--- src/rtl/output_writeback_unit.sv ---
// ---------------------------------------------------------------------------
// output_writeback_unit
//
// Purpose:
//   This block sits at the consumer end of the address-generator result
//   interface of the 4-lane matrix-vector multiplier. It does the following:
//   - Captures the four MAC results and their four destination addresses
//     when `valid` is high.
//   - On the next `write` strobe, replays the captured lanes as four
//     single-port writes into the output buffer, in lane order 1..4.
//   - Counts the rows written (+4 per block) and raises a sticky `done`
//     once all N rows are stored.
//   - Raises a sticky `overrun` when the generator violates the protocol.
//
// Handshake:
//   `valid` qualifies the results and addresses during the cycle it is high.
//   `write` is a single-cycle commit strobe. It is honoured only after a
//   block has been captured, which is the ARMED state. There is no ready
//   signal back to the generator. Instead, the generator spaces its blocks
//   so that the four-cycle WRITE phase always finishes before the next
//   `valid` arrives. Any `valid` or `write` that breaks this spacing is
//   ignored and recorded in `overrun`.
//
// Ports:
//   clk, rst                        clock, asynchronous active-high reset
//   valid, write                    generator handshake (see above)
//   out_1_address..out_4_address    per-lane destination addresses
//   mac_1_result..mac_4_result      per-lane accumulator results
//   buf_we, buf_address, buf_data   registered output-buffer write port
//   busy                            high while ARMED or WRITE
//   done                            sticky, all N rows written
//   overrun                         sticky, protocol violation seen
//   fsm_state                       current FSM state, for observation
// ---------------------------------------------------------------------------
module output_writeback_unit #(
    parameter int N                         = 8,
    parameter int ACC_WIDTH                 = 20,
    parameter int INPUT_BUFFER_ADDRESS_BITS = 3
) (
    input  logic                                 clk,
    input  logic                                 rst,
    input  logic                                 valid,
    input  logic                                 write,
    input  logic [INPUT_BUFFER_ADDRESS_BITS-1:0] out_1_address,
    input  logic [INPUT_BUFFER_ADDRESS_BITS-1:0] out_2_address,
    input  logic [INPUT_BUFFER_ADDRESS_BITS-1:0] out_3_address,
    input  logic [INPUT_BUFFER_ADDRESS_BITS-1:0] out_4_address,
    input  logic [ACC_WIDTH-1:0]                 mac_1_result,
    input  logic [ACC_WIDTH-1:0]                 mac_2_result,
    input  logic [ACC_WIDTH-1:0]                 mac_3_result,
    input  logic [ACC_WIDTH-1:0]                 mac_4_result,
    output logic                                 buf_we,
    output logic [INPUT_BUFFER_ADDRESS_BITS-1:0] buf_address,
    output logic [ACC_WIDTH-1:0]                 buf_data,
    output logic                                 busy,
    output logic                                 done,
    output logic                                 overrun,
    output logic [1:0]                           fsm_state
);

    localparam int AW = INPUT_BUFFER_ADDRESS_BITS;

    // The row counter is one bit wider than an address, so it can hold N.
    localparam logic [AW:0] ROWS_TOTAL     = (AW + 1)'(N);
    localparam logic [AW:0] ROWS_PER_BLOCK = (AW + 1)'(4);

    typedef enum logic [1:0] {
        IDLE  = 2'd0,
        ARMED = 2'd1,
        WRITE = 2'd2
    } state_t;

    state_t               state_q, state_d;
    logic [1:0]           lane_q, lane_d;
    logic [AW:0]          rows_q, rows_d;
    logic [AW-1:0]        cap_addr_q [4];
    logic [AW-1:0]        cap_addr_d [4];
    logic [ACC_WIDTH-1:0] cap_data_q [4];
    logic [ACC_WIDTH-1:0] cap_data_d [4];
    logic                 buf_we_q, buf_we_d;
    logic [AW-1:0]        buf_address_q, buf_address_d;
    logic [ACC_WIDTH-1:0] buf_data_q, buf_data_d;
    logic                 busy_q, busy_d;
    logic                 done_q, done_d;
    logic                 overrun_q, overrun_d;

    // Gather the lane inputs into arrays so the capture can use a loop.
    logic [AW-1:0]        in_addr [4];
    logic [ACC_WIDTH-1:0] in_data [4];

    always_comb begin
        in_addr[0] = out_1_address;
        in_addr[1] = out_2_address;
        in_addr[2] = out_3_address;
        in_addr[3] = out_4_address;
        in_data[0] = mac_1_result;
        in_data[1] = mac_2_result;
        in_data[2] = mac_3_result;
        in_data[3] = mac_4_result;
    end

    // Next-state and next-output logic.
    always_comb begin
        state_d       = state_q;
        lane_d        = lane_q;
        rows_d        = rows_q;
        cap_addr_d    = cap_addr_q;
        cap_data_d    = cap_data_q;
        buf_we_d      = 1'b0;
        buf_address_d = buf_address_q;
        buf_data_d    = buf_data_q;
        overrun_d     = overrun_q;

        unique case (state_q)
            IDLE: begin
                // A stray write strobe in IDLE is silently ignored.
                if (valid) begin
                    if (done_q) begin
                        // A valid after the final block is a violation.
                        overrun_d = 1'b1;
                    end else begin
                        cap_addr_d = in_addr;
                        cap_data_d = in_data;
                        state_d    = ARMED;
                    end
                end
            end

            ARMED: begin
                // A second valid re-captures the block (the latest one wins)
                // and is flagged. When write arrives in the same cycle, the
                // WRITE phase reads the registers captured at this edge.
                if (valid) begin
                    cap_addr_d = in_addr;
                    cap_data_d = in_data;
                    overrun_d  = 1'b1;
                end
                if (write) begin
                    lane_d  = 2'd0;
                    state_d = WRITE;
                end
            end

            WRITE: begin
                buf_we_d      = 1'b1;
                buf_address_d = cap_addr_q[lane_q];
                buf_data_d    = cap_data_q[lane_q];
                if (valid || write) begin
                    overrun_d = 1'b1;
                end
                if (lane_q == 2'd3) begin
                    rows_d  = rows_q + ROWS_PER_BLOCK;
                    state_d = IDLE;
                end else begin
                    lane_d = lane_q + 2'd1;
                end
            end

            default: begin
                state_d = IDLE;
            end
        endcase

        busy_d = (state_d == ARMED) || (state_d == WRITE);

        // The row count settles at the edge that issues the last write,
        // so done rises one cycle after that write.
        done_d = done_q || (rows_q == ROWS_TOTAL);
    end

    always_ff @(posedge clk or posedge rst) begin
        if (rst) begin
            state_q       <= IDLE;
            lane_q        <= 2'd0;
            rows_q        <= '0;
            buf_we_q      <= 1'b0;
            buf_address_q <= '0;
            buf_data_q    <= '0;
            busy_q        <= 1'b0;
            done_q        <= 1'b0;
            overrun_q     <= 1'b0;
            for (int i = 0; i < 4; i++) begin
                cap_addr_q[i] <= '0;
                cap_data_q[i] <= '0;
            end
        end else begin
            state_q       <= state_d;
            lane_q        <= lane_d;
            rows_q        <= rows_d;
            buf_we_q      <= buf_we_d;
            buf_address_q <= buf_address_d;
            buf_data_q    <= buf_data_d;
            busy_q        <= busy_d;
            done_q        <= done_d;
            overrun_q     <= overrun_d;
            for (int i = 0; i < 4; i++) begin
                cap_addr_q[i] <= cap_addr_d[i];
                cap_data_q[i] <= cap_data_d[i];
            end
        end
    end

    assign buf_we      = buf_we_q;
    assign buf_address = buf_address_q;
    assign buf_data    = buf_data_q;
    assign busy        = busy_q;
    assign done        = done_q;
    assign overrun     = overrun_q;
    assign fsm_state   = state_q;

endmodule
--- config.mk ---
export PLATFORM = sky130hd
export DESIGN_NAME = output_writeback_unit
export DESIGN_NICKNAME = d
export VERILOG_FILES = /design/src/rtl/output_writeback_unit.sv
export SDC_FILE = /design/constraint.sdc
export NUM_CORES = 1
export LEC_CHECK = 0
export CAP_MARGIN = 30
export CORE_ASPECT_RATIO = 0.5
export CORE_UTILIZATION = 35
export DETAILED_ROUTE_END_ITERATION = 8
export PLACE_DENSITY_LB_ADDON = 0.1
export SLEW_MARGIN = 20
export SYNTH_ARGS = -nofsm -noshare
export SYNTH_HDL_FRONTEND = slang
export SYNTH_SLANG_ARGS = --single-unit
--- constraint.sdc ---
create_clock -name clk -period 4.65 [get_ports clk]
set_input_delay 1.395 -clock clk [delete_from_list [all_inputs] [get_ports clk]]
set_output_delay 1.395 -clock clk [all_outputs]
set_load 0.005 [all_outputs]
==> metrics.txt <==
setup TNS 0 ns; status complete, no violations; min-delay src overrun$_DFFE_PP0P_; drt first pass iters 4; H-tree depth 4; Final Hold Vio Count 0; Core Box Area 14580 µm²; layout cells sized above 1 0.08911; WP buf/inv 1; Final HPWL DP 7.483 mm; warnings from Yosys 0; post-DR wirelength/cell 16.27 µm; Design Area, Final 7377 µm²; Crit-path slowest cell clkdlybuf4s50_1; Area after DPL 6711 µm²; synthesized net count 461; Initial Util 0.3615; CP Cell Sequence clkdlybuf4s50_1; initial antenna violation count 0; worst path arrival time 1.46 ns; Cell variety after synth 27; antenna diode count 0; nets 590; Routed WL 11.44 mm; cell row count 31; Crit path max-delay family buffers and inverters; startpoint types flop; Residual DRC 0; PwrDens 664.4 nW/µm²; later-pin clock latency in the skew report 0.40 ns; CP Class flop to output pin; Post CTS Setup Buffer Count 0; root buf cell clkbuf_16; total CTS buffers 17; critical path depth 1; vias in the first global route 3388; Filler cells 1314; CP Max Fanout 8; placed insts 671; register bit total from synthesis 125; main flop type after synthesis dfrtp_1; Chip Width 175.6 µm; largest net degree at the start of global routing 88; CTS resizes 0; cell taking the most area after synthesis dfrtp_1; Antenna Nets Post-Route 0; worst slew pin tran 0.8893 ns; synth top area cells dfrtp_1, mux2_1, mux2i_1, o221ai_1, nand2_1; total gr overflow 0; FF-to-FF Start lane_q[1]$_DFFE_PP0P_; Mapped Avg Cell Area 14.52 µm²; WP data required 3.25 ns; Seq/Total Area, Yosys 0.5933; leakage 2.989 nW; Tcrit/Tclk final 0.6146; register-to-register setup slack 2.63 ns; crit end category output pin; met1 wire length 5.856 mm; Final WS setup 1.792 ns; Hold Path Depth 1; Synth-to-Final Area Change 39.91%; hold slack final 0.4633 ns; crit-path max cell delay 0.56 ns; Final Wtd Congestion 0.6982; Initial DRC Count 133; Hold Crit Class flop to flop; pre-CTS setup slack 1.578 ns; Ports 125; Die ar. 15590 µm²; fin. max-slew vios 0; die height 88.79 µm; clock slew at reported path FFs 0.06 ns; Port Buffers 124; r2r worst-path depth 3; Post-synth EDFFs 0; Post-Synthesis Cells 363; Clock Skew 0.009211 ns; CTS Hold Bufs 0; reg-to-reg endpoint buf_data[17]$_DFFE_PP0N_; Slew headroom 0.4071; crit path time final 2.858 ns; DR vias 3346; # clock sinks 125; achievable clock frequency 349.9 MHz; highest routed metal layer met4; met2 WL post-DR 5.058 mm; RSZ-0062 raised after global routing false; wire length of the first global-routing pass 18.38 mm; Post-Layout Cell Count 703; worst vdd ir 0.0003022 V; CTS max path bufs 2; drt via density 4.760; Max Cap Violations 0; Synth top area share 0.5933; Final setup viols 0; asr flop ratio synth 1.000; gr usage total 0.1566; worst hold endpoint overrun$_DFFE_PP0P_; Mapped Area 5273 µm²; WL met3 459 µm; CTS tree yes
-- power breakdown --
group	leakage (nW)	switching, W	total, W	internal, W
Sequential	1.48	0.000324	0.00196	0.00164
Clock	0.317	0.000495	0.00148	0.000987
Combinational	1.19	0.000608	0.00146	0.000850
Total	2.99	0.00143	0.00490	0.00347
-- worst max-delay path by stage --
stage	endpoint	startpoint	slack [ns]
floorplan	buf_address[0]$_DFFE_PP0N_	rst	1.72
global placement	cap_data_q[71]$_DFFE_PP0P_	valid	1.58
detailed placement	cap_data_q[10]$_DFFE_PP0P_	valid	1.58
CTS	fsm_state[1]	fsm_state[1]$_DFF_PP0_	1.77
global route	fsm_state[1]	fsm_state[1]$_DFF_PP0_	1.74
finish	fsm_state[1]	fsm_state[1]$_DFF_PP0_	1.79
-- stage by stage --
stage	power [W]	utilization
2_1_floorplan	0.002878	-
3_3_place_gp	0.003410	0.4581
3_5_place_dp	0.003466	0.4602
4_1_cts	0.004974	0.5058
5_1_grt	0.005222	0.5058
6_report	0.004901	0.5058
-- cells in the mapped netlist, types with 2 or more instances --
cell type and n:
dfrtp_1 125, mux2_1 92, mux2i_1 46, nand2_1 26
o221ai_1 23, buf_2 9, buf_6 8, inv_1 4
clkbuf_1 3, o21ai_0 3, a21o_1 2, buf_4 2
ha_1 2, nand2b_1 2, nand3b_1 2, o21ai_1 2
or2_2 2
-- final cells by class --
class                      count  area, µm²  area share
sequential                   125       3129      0.4242
clock buffer                  20      456.7     0.06191
inverter                       5      22.52    0.003053
timing repair buffer         132       1341      0.1818
multi-input combinational    211       1971      0.2671
tap                          198      247.7     0.03358
clock inverter                12      209.0     0.02832
-- cells by family (layout without fill, tap and decap cells) --
| group | count (synthesis) | in the layout | synth area share |
|---|---|---|---|
| muxes | 138 | 138 | 0.2838 |
| DFF | 125 | 125 | 0.5933 |
| and+or+nand+nor | 37 | 37 | 0.03275 |
| AOI/OAI and AO/OA | 33 | 33 | 0.04959 |
| buffers and inverters | 27 | 169 | 0.03417 |
| adders and majority gates | 2 | 2 | 0.004745 |
| xor gates and xnor gates | 1 | 1 | 0.001661 |
-- registers in the layout, summed over array words and instances (netlist names) --
name / count
buf_address: 3
cap_addr_q: 12
rows_q: 2
buf_data: 20
fsm_state: 2
buf_we: 1
overrun: 1
cap_data_q: 80
done: 1
busy: 1
lane_q: 2
-- layout by cell type (no fill, tap or decap), drive strengths merged, types with 3 or more instances in the layout --
cell	count
clkinvlp	3
mux2	92
clkinv	3
o21ai	5
o221ai	23
nand2	26
inv	6
dfrtp	125
bufinv	5
clkbuf	20
clkdlybuf4s50	124
buf	8
mux2i	46
-- routing by layer --
layer,vias to the layer above,GRT usage
met5,-,0
met4,0,0.04980
met3,6,0.03952
met2,68,0.2310
met1,1689,0.2256
li1,1583,-
Power figures use the tool's default switching activity.
